`src/rtl/gpmc_mem_arbiter.sv`:
```
// Two-port arbiter in front of a single-port register RAM: GPMC host on port A,
// fabric engine on port B, one access per cycle with a 1-cycle read return.
module gpmc_mem_arbiter #(
    parameter int ADDR_WIDTH = 4,
    parameter int DATA_WIDTH = 16,
    parameter int HOST_PRIO  = 0,
    parameter int CNT_WIDTH  = 8
) (
    input  logic                  clk,
    input  logic                  rst_n,

    input  logic                  a_req,
    input  logic                  a_we,
    input  logic [ADDR_WIDTH-1:0] a_addr,
    input  logic [DATA_WIDTH-1:0] a_wdata,
    output logic                  a_gnt,
    output logic                  a_rvalid,
    output logic [DATA_WIDTH-1:0] a_rdata,

    input  logic                  b_req,
    input  logic                  b_we,
    input  logic [ADDR_WIDTH-1:0] b_addr,
    input  logic [DATA_WIDTH-1:0] b_wdata,
    output logic                  b_gnt,
    output logic                  b_rvalid,
    output logic [DATA_WIDTH-1:0] b_rdata,

    output logic                  ram_en,
    output logic                  ram_we,
    output logic [ADDR_WIDTH-1:0] ram_addr,
    output logic [DATA_WIDTH-1:0] ram_wdata,
    input  logic [DATA_WIDTH-1:0] ram_rdata,

    output logic [CNT_WIDTH-1:0]  contention_cnt,
    input  logic                  cnt_clr
);

    typedef enum logic {
        PORT_A = 1'b0,
        PORT_B = 1'b1
    } port_t;

    port_t                 last_winner;
    logic                  rd_pend_a;
    logic                  rd_pend_b;
    logic [DATA_WIDTH-1:0] a_rdata_q;
    logic [DATA_WIDTH-1:0] b_rdata_q;

    // Ties go to A under host priority, otherwise to whoever did not win last.
    always_comb begin
        a_gnt     = a_req && (!b_req || (HOST_PRIO != 0) || (last_winner == PORT_B));
        b_gnt     = b_req && !a_gnt;
        ram_en    = a_gnt || b_gnt;
        ram_we    = 1'b0;
        ram_addr  = '0;
        ram_wdata = '0;
        if (a_gnt) begin
            ram_we    = a_we;
            ram_addr  = a_addr;
            ram_wdata = a_wdata;
        end else if (b_gnt) begin
            ram_we    = b_we;
            ram_addr  = b_addr;
            ram_wdata = b_wdata;
        end
    end

    always_ff @(posedge clk or negedge rst_n) begin
        if (!rst_n) begin
            last_winner    <= PORT_B;
            rd_pend_a      <= 1'b0;
            rd_pend_b      <= 1'b0;
            a_rdata_q      <= '0;
            b_rdata_q      <= '0;
            contention_cnt <= '0;
        end else begin
            if (a_gnt) begin
                last_winner <= PORT_A;
            end else if (b_gnt) begin
                last_winner <= PORT_B;
            end
            rd_pend_a <= a_gnt && !a_we;
            rd_pend_b <= b_gnt && !b_we;
            if (rd_pend_a) begin
                a_rdata_q <= ram_rdata;
            end
            if (rd_pend_b) begin
                b_rdata_q <= ram_rdata;
            end
            if (cnt_clr) begin
                contention_cnt <= '0;
            end else if (a_req && b_req && (contention_cnt != '1)) begin
                contention_cnt <= contention_cnt + CNT_WIDTH'(1);
            end
        end
    end

    // Read data is passed straight through in the rvalid cycle, then held.
    assign a_rvalid = rd_pend_a;
    assign b_rvalid = rd_pend_b;
    assign a_rdata  = rd_pend_a ? ram_rdata : a_rdata_q;
    assign b_rdata  = rd_pend_b ? ram_rdata : b_rdata_q;

endmodule

```
`config.mk`:
```
export PLATFORM = sky130hd
export DESIGN_NAME = gpmc_mem_arbiter
export DESIGN_NICKNAME = d
export VERILOG_FILES = /design/src/rtl/gpmc_mem_arbiter.sv
export SDC_FILE = /design/constraint.sdc
export NUM_CORES = 1
export LEC_CHECK = 0
export BUFFER_PORTS_ARGS = -buffer_cell sky130_fd_sc_hd__buf_2
export CAP_MARGIN = 30
export CORE_MARGIN = 3
export CORE_UTILIZATION = 39
export DETAILED_ROUTE_END_ITERATION = 7
export PLACE_DENSITY = 0.76
export REMOVE_ABC_BUFFERS = 1
export SLEW_MARGIN = 20
export SYNTH_ARGS = -nofsm -noshare
export SYNTH_HDL_FRONTEND = slang
export SYNTH_SLANG_ARGS = --single-unit
```
`constraint.sdc`:
```
create_clock -name clk -period 1.69 [get_ports clk]
set_clock_uncertainty 0.2 [all_clocks]
set_input_delay 0.338 -clock clk [delete_from_list [all_inputs] [get_ports clk]]
set_output_delay 0.338 -clock clk [all_outputs]
set_load 0.03 [all_outputs]
```
== After elaboration in Yosys (flattened, before gate mapping) ==
Index checks and enable logic that the tools add are counted.

* Bits in registers: 43
* Bits in latches: 0
* Bits in writable memories: 0
* Memory bits (read-only): 0
* Bits of input ports: 63
* Output and inout port bits: 66
* Word-level logic and storage cells: 34
* Memories kept: 0

* $add $sub $neg: 1
* Multipliers: 0
* Div/mod/pow operators: 0
* Order comparisons: 0
* Eq/ne operators: 1
* Shift operators: 0
* Multiplexer cells: 12
* Bitwise gates (word level): 0
* Reduce and logical (&&, ||, !) cells: 14

{| class="wikitable"
|+ Operator list
! operator !! number
|-
| $mux 16 || 4
|-
| $mux 8 || 2
|-
| $add 8x1->8 const B || 1
|-
| $mux 4 || 2
|-
| $ne 8x8->1 const B || 1
|-
| $logic_and 1x1->1 || 6
|-
| $logic_not 1->1 || 4
|-
| $mux 1 || 4
|-
| $reduce_bool 2->1 || 2
|-
| $logic_or 1x1->1 || 2
|}

== Longest topological paths before layout ==
* Word-level depth: 7
* Gate-level depth with buffers: 5
* Gate-level depth less buffers: 4

== Worst setup path after synthesis ==
No wires, ideal clock.

* Kind: reg-to-output
* From: register rd_pend_a, in the netlist a_rvalid
* To: output port a_rdata[10]
* Arrival: 1.518 ns
* Required time: 1.152 ns
* Slack: -0.366 ns
* Cell stages (with the launch flop): 4
* Path buffers: 2
* Cells stage by stage: dfrtp_1 clkbuf_1 buf_2 mux2_1

* Longest elaborated chain between the ends: 1

{| class="wikitable"
|+ Ends and longest elaborated chain
! item !! RTL line !! text
|-
| start: declaration || 44 || <nowiki>logic rd_pend_a;</nowiki>
|-
| start signal: assignment || 82 || <nowiki>rd_pend_a <= a_gnt && !a_we;</nowiki>
|-
| $mux 16 || -- ||
|-
| end: declaration || 18 || <nowiki>output logic [DATA_WIDTH-1:0] a_rdata,</nowiki>
|}

No other way between the ends.

== Worst setup path after layout ==
* From: register last_winner
* To: output port ram_wdata[10]

* Longest elaborated chain between the ends: 6

{| class="wikitable"
|+ Ends and longest elaborated chain
! item !! RTL line !! text
|-
| start: declaration || 43 || <nowiki>port_t last_winner;</nowiki>
|-
| start signal: assignment || 70 || <nowiki>last_winner <= PORT_B;</nowiki>
|-
| start signal: assignment || 78 || <nowiki>last_winner <= PORT_A;</nowiki>
|-
| start signal: assignment || 80 || <nowiki>last_winner <= PORT_B;</nowiki>
|-
| $logic_or 1x1->1 (*) || 51 || <nowiki>a_gnt = a_req && (!b_req || (HOST_PRIO != 0) || (last_winner == PORT_B));</nowiki>
|-
| $logic_and 1x1->1 (*) || 51 ||
|-
| $logic_not 1->1 || 52 || <nowiki>b_gnt = b_req && !a_gnt;</nowiki>
|-
| $logic_and 1x1->1 || 52 ||
|-
| $mux 16 || 61 || <nowiki>end else if (b_gnt) begin</nowiki>
|-
| $mux 16 (*) || 57 || <nowiki>if (a_gnt) begin</nowiki>
|-
| end: declaration || 31 || <nowiki>output logic [DATA_WIDTH-1:0] ram_wdata,</nowiki>
|}

Every way passes the cells marked *; elsewhere a longest branch is shown, timed or not.

==> results.json <==
{
  "fmax_ghz": 0.4860,
  "core_sq_um": 5238,
  "cts-root-buf": "clkbuf_8",
  "drc": 0,
  "setup_ws_ps": -367.7,
  "gr-total-overflow": 0,
  "cap_violations": 0,
  "min_path_type": "in2reg",
  "ys_seq_area_share_pct": 49.71,
  "rr_worst_depth": 4,
  "powerDensity_nw_per_um2": 997.2,
  "status": "finished with violations",
  "finalCriticalPeriod_ps": 2058,
  "critPathCaptureType": "primary output",
  "die_w_um": 80.54,
  "leakagePower_nw": 1.855,
  "worst_pin_slew_ps": 359.0,
  "fin_area_sq_um": 3749,
  "placed_cell_area_sq_um": 3007,
  "dp.cells": 403,
  "crit_family": "flip-flops",
  "r2r-start": "contention_cnt[0]",
  "fp.dieArea_sq_um": 6487,
  "violations": "setup timing",
  "antenna_found_initial": 0,
  "cts_buffers": 5,
  "grt_pass1_wl_um": 11200,
  "clkTransAtPathRegs_ps": 80,
  "whs_path_depth": 2,
  "crit_path_max_incr_delay_ps": 540,
  "setup_violations": 55,
  "htree_levels": 2,
  "required_ps": 1150,
  "ys_ff_latch": 43,
  "drtIter0Drc": 48,
  "hold_path.startpoint": "ram_rdata[1]",
  "initial_core_util_pct": 41.38,
  "period_share_pct": 121.8,
  "relSlewSlack_pct": 76.06,
  "wire_per_inst_um": 16.42,
  "final_hold_viol_count": 0,
  "insertion_delay_ps": 290,
  "yosys_warnings": 0,
  "irDropWorstVdd_mv": 0.5103,
  "synth_edf_count": 0,
  "syn_to_final_growth_pct": 72.98,
  "synth.distinct_cells": 36,
  "ant_nets": 0,
  "cts_tree": "built",
  "crit_buf_inv": 2,
  "crit_chain": "nand2b_4 > and2_4 > buf_16 > o21ai_1 > buf_4",
  "slew_viol_final": 0,
  "globalRouteTotalUtil_pct": 22.24,
  "worstPathArrival_ps": 1520,
  "r2r_setup_slack_ps": 40,
  "syn-mean-instance-area_sq_um": 10.68,
  "worst_r2r_endpoint": "contention_cnt[0]",
  "final_cells": 427,
  "dieHeight_um": 80.54,
  "num_vias": 2179,
  "ys.flop_type": "dfrtp_1",
  "critPathLaunchType": "flop",
  "cp.depth": 5,
  "drive_gt1_share_pct": 60.78,
  "syn_inst": 203,
  "hpwl_um": 4303,
  "io_pins": 129,
  "pre_cts_ws_ps": -117.6,
  "cts_sinks": 43,
  "synthArstFlopShare_pct": 100.0,
  "portBuffers": 128,
  "min_to": "b_rdata_q[1]",
  "finish.net_count": 420,
  "globalplace.congestion": 0.8578,
  "path_max_fanout": 12,
  "netlist_area_sq_um": 2167,
  "viasPerCell": 5.103,
  "diodes": 0,
  "wl_um": 7010,
  "rsz0062_at_grt": "true",
  "slowest_stage": "dfstp_2",
  "grt_pass1_vias": 2310,
  "path_class": "reg2out",
  "grt_max_degree": 31,
  "rows": 26,
  "dr.pass1.iters": 4,
  "clock_path_buffers": 2
}
kinds of logic (layout without fill, tap and decap cells):
| kind of cell | Yosys count | in the layout | synth area share [%] |
|---|---|---|---|
| buffers and inverters | 21 | 175 | 4.849 |
| adders and majority gates | 1 | 1 | 0.5773 |
| DFF | 43 | 43 | 49.71 |
| AOI/OAI and AO/OA | 33 | 33 | 9.064 |
| and+or+nand+nor | 70 | 70 | 17.67 |
| muxes | 35 | 35 | 18.13 |
how the worst max path moves through the flow:
stage | startpoint | to
2_1_floorplan | last_winner | ram_addr[0]
3_3_place_gp | b_req | ram_addr[0]
3_5_place_dp | b_req | ram_addr[0]
4_1_cts | last_winner | ram_addr[0]
5_1_grt | last_winner | ram_wdata[7]
6_report | last_winner | ram_wdata[10]
routing by layer:
layer  vias up  GRT usage, %  wire (um)
met3        11         4.596        508
met2       113         40.73       3642
li1       1016             -          -
met1      1039         26.58       2759
met4         0         4.899        100
met5         -             0          0
cell type report:
class | instances | area, sq um
sequential | 43 | 1082
clock buffer | 5 | 68.82
fill | 360 | 1489
clock inverter | 3 | 43.79
inverter | 5 | 18.77
timing repair buffer | 162 | 1314
tap | 70 | 87.58
multi-input combinational | 139 | 1134
state kept, by name (all words and copies together) (netlist names):
name	cells
contention_cnt	8
b_rvalid	1
a_rvalid	1
b_rdata_q	16
last_winner	1
a_rdata_q	16
through the flow:
step / util, % / hold slack [ps] / total power, mW / setup TNS (ps)
final: 71.57 / 115.5 / 3.738 / -15410
after global routing: 71.57 / 100.6 / 3.929 / -19090
after CTS: 69.66 / 102.2 / 3.681 / -15900
after detailed placement: 57.41 / 64.58 / 2.410 / -1775
after global placement: 57.41 / 65.10 / 2.380 / -1400
after floorplan: - / -157.6 / 1.971 / -30110
Yosys cell counts, types with 2 or more instances:
cell / instances / area share [%]
o21ai_1: 22 / 5.1
a211oi_1: 2 / 0.69
buf_4: 2 / 0.69
dfrtp_1: 42 / 48
clkbuf_1: 8 / 1.4
a21oi_1: 3 / 0.69
inv_1: 5 / 0.87
buf_2: 3 / 0.69
buf_6: 2 / 1.0
nand3_1: 22 / 5.1
nand2_1: 23 / 4.0
nor3_1: 2 / 0.46
nor2b_1: 4 / 1.2
nor4_1: 3 / 0.87
a31oi_1: 2 / 0.58
nand2b_1: 5 / 1.4
mux2_1: 34 / 18
repair_timing:
item / 4_1_cts / 5_1_grt
setup buffers: 2 / 7
hold buffers: 3 / 0
pin swaps: 0 / 1
endpoints found under the hold margin: 14 / 0
endpoints found under the setup margin: 56 / 58
gates cloned: 3 / 1
gates resized for setup: 160 / 12
cell usage in the layout, fill, tap and decap left out, drive strengths merged, types with 2 or more instances in the layout:
cell and count:
nand2 24, buf 156, clkinv 2, a31oi 2
dlygate4sd3 3, o21ai 22, nor4 4, nor2b 4
nand2b 5, a211oi 3, dfrtp 42, nor3 2
clkbuf 8, nand4 2, nand3 22, mux2 34
a21oi 3, inv 5
power by group:
part	switching (mW)	internal [mW]	total [mW]
Clock	0.343	0.440	0.783
Combinational	0.876	0.819	1.69
Sequential	0.0630	1.20	1.26
Power figures use the tool's default switching activity.
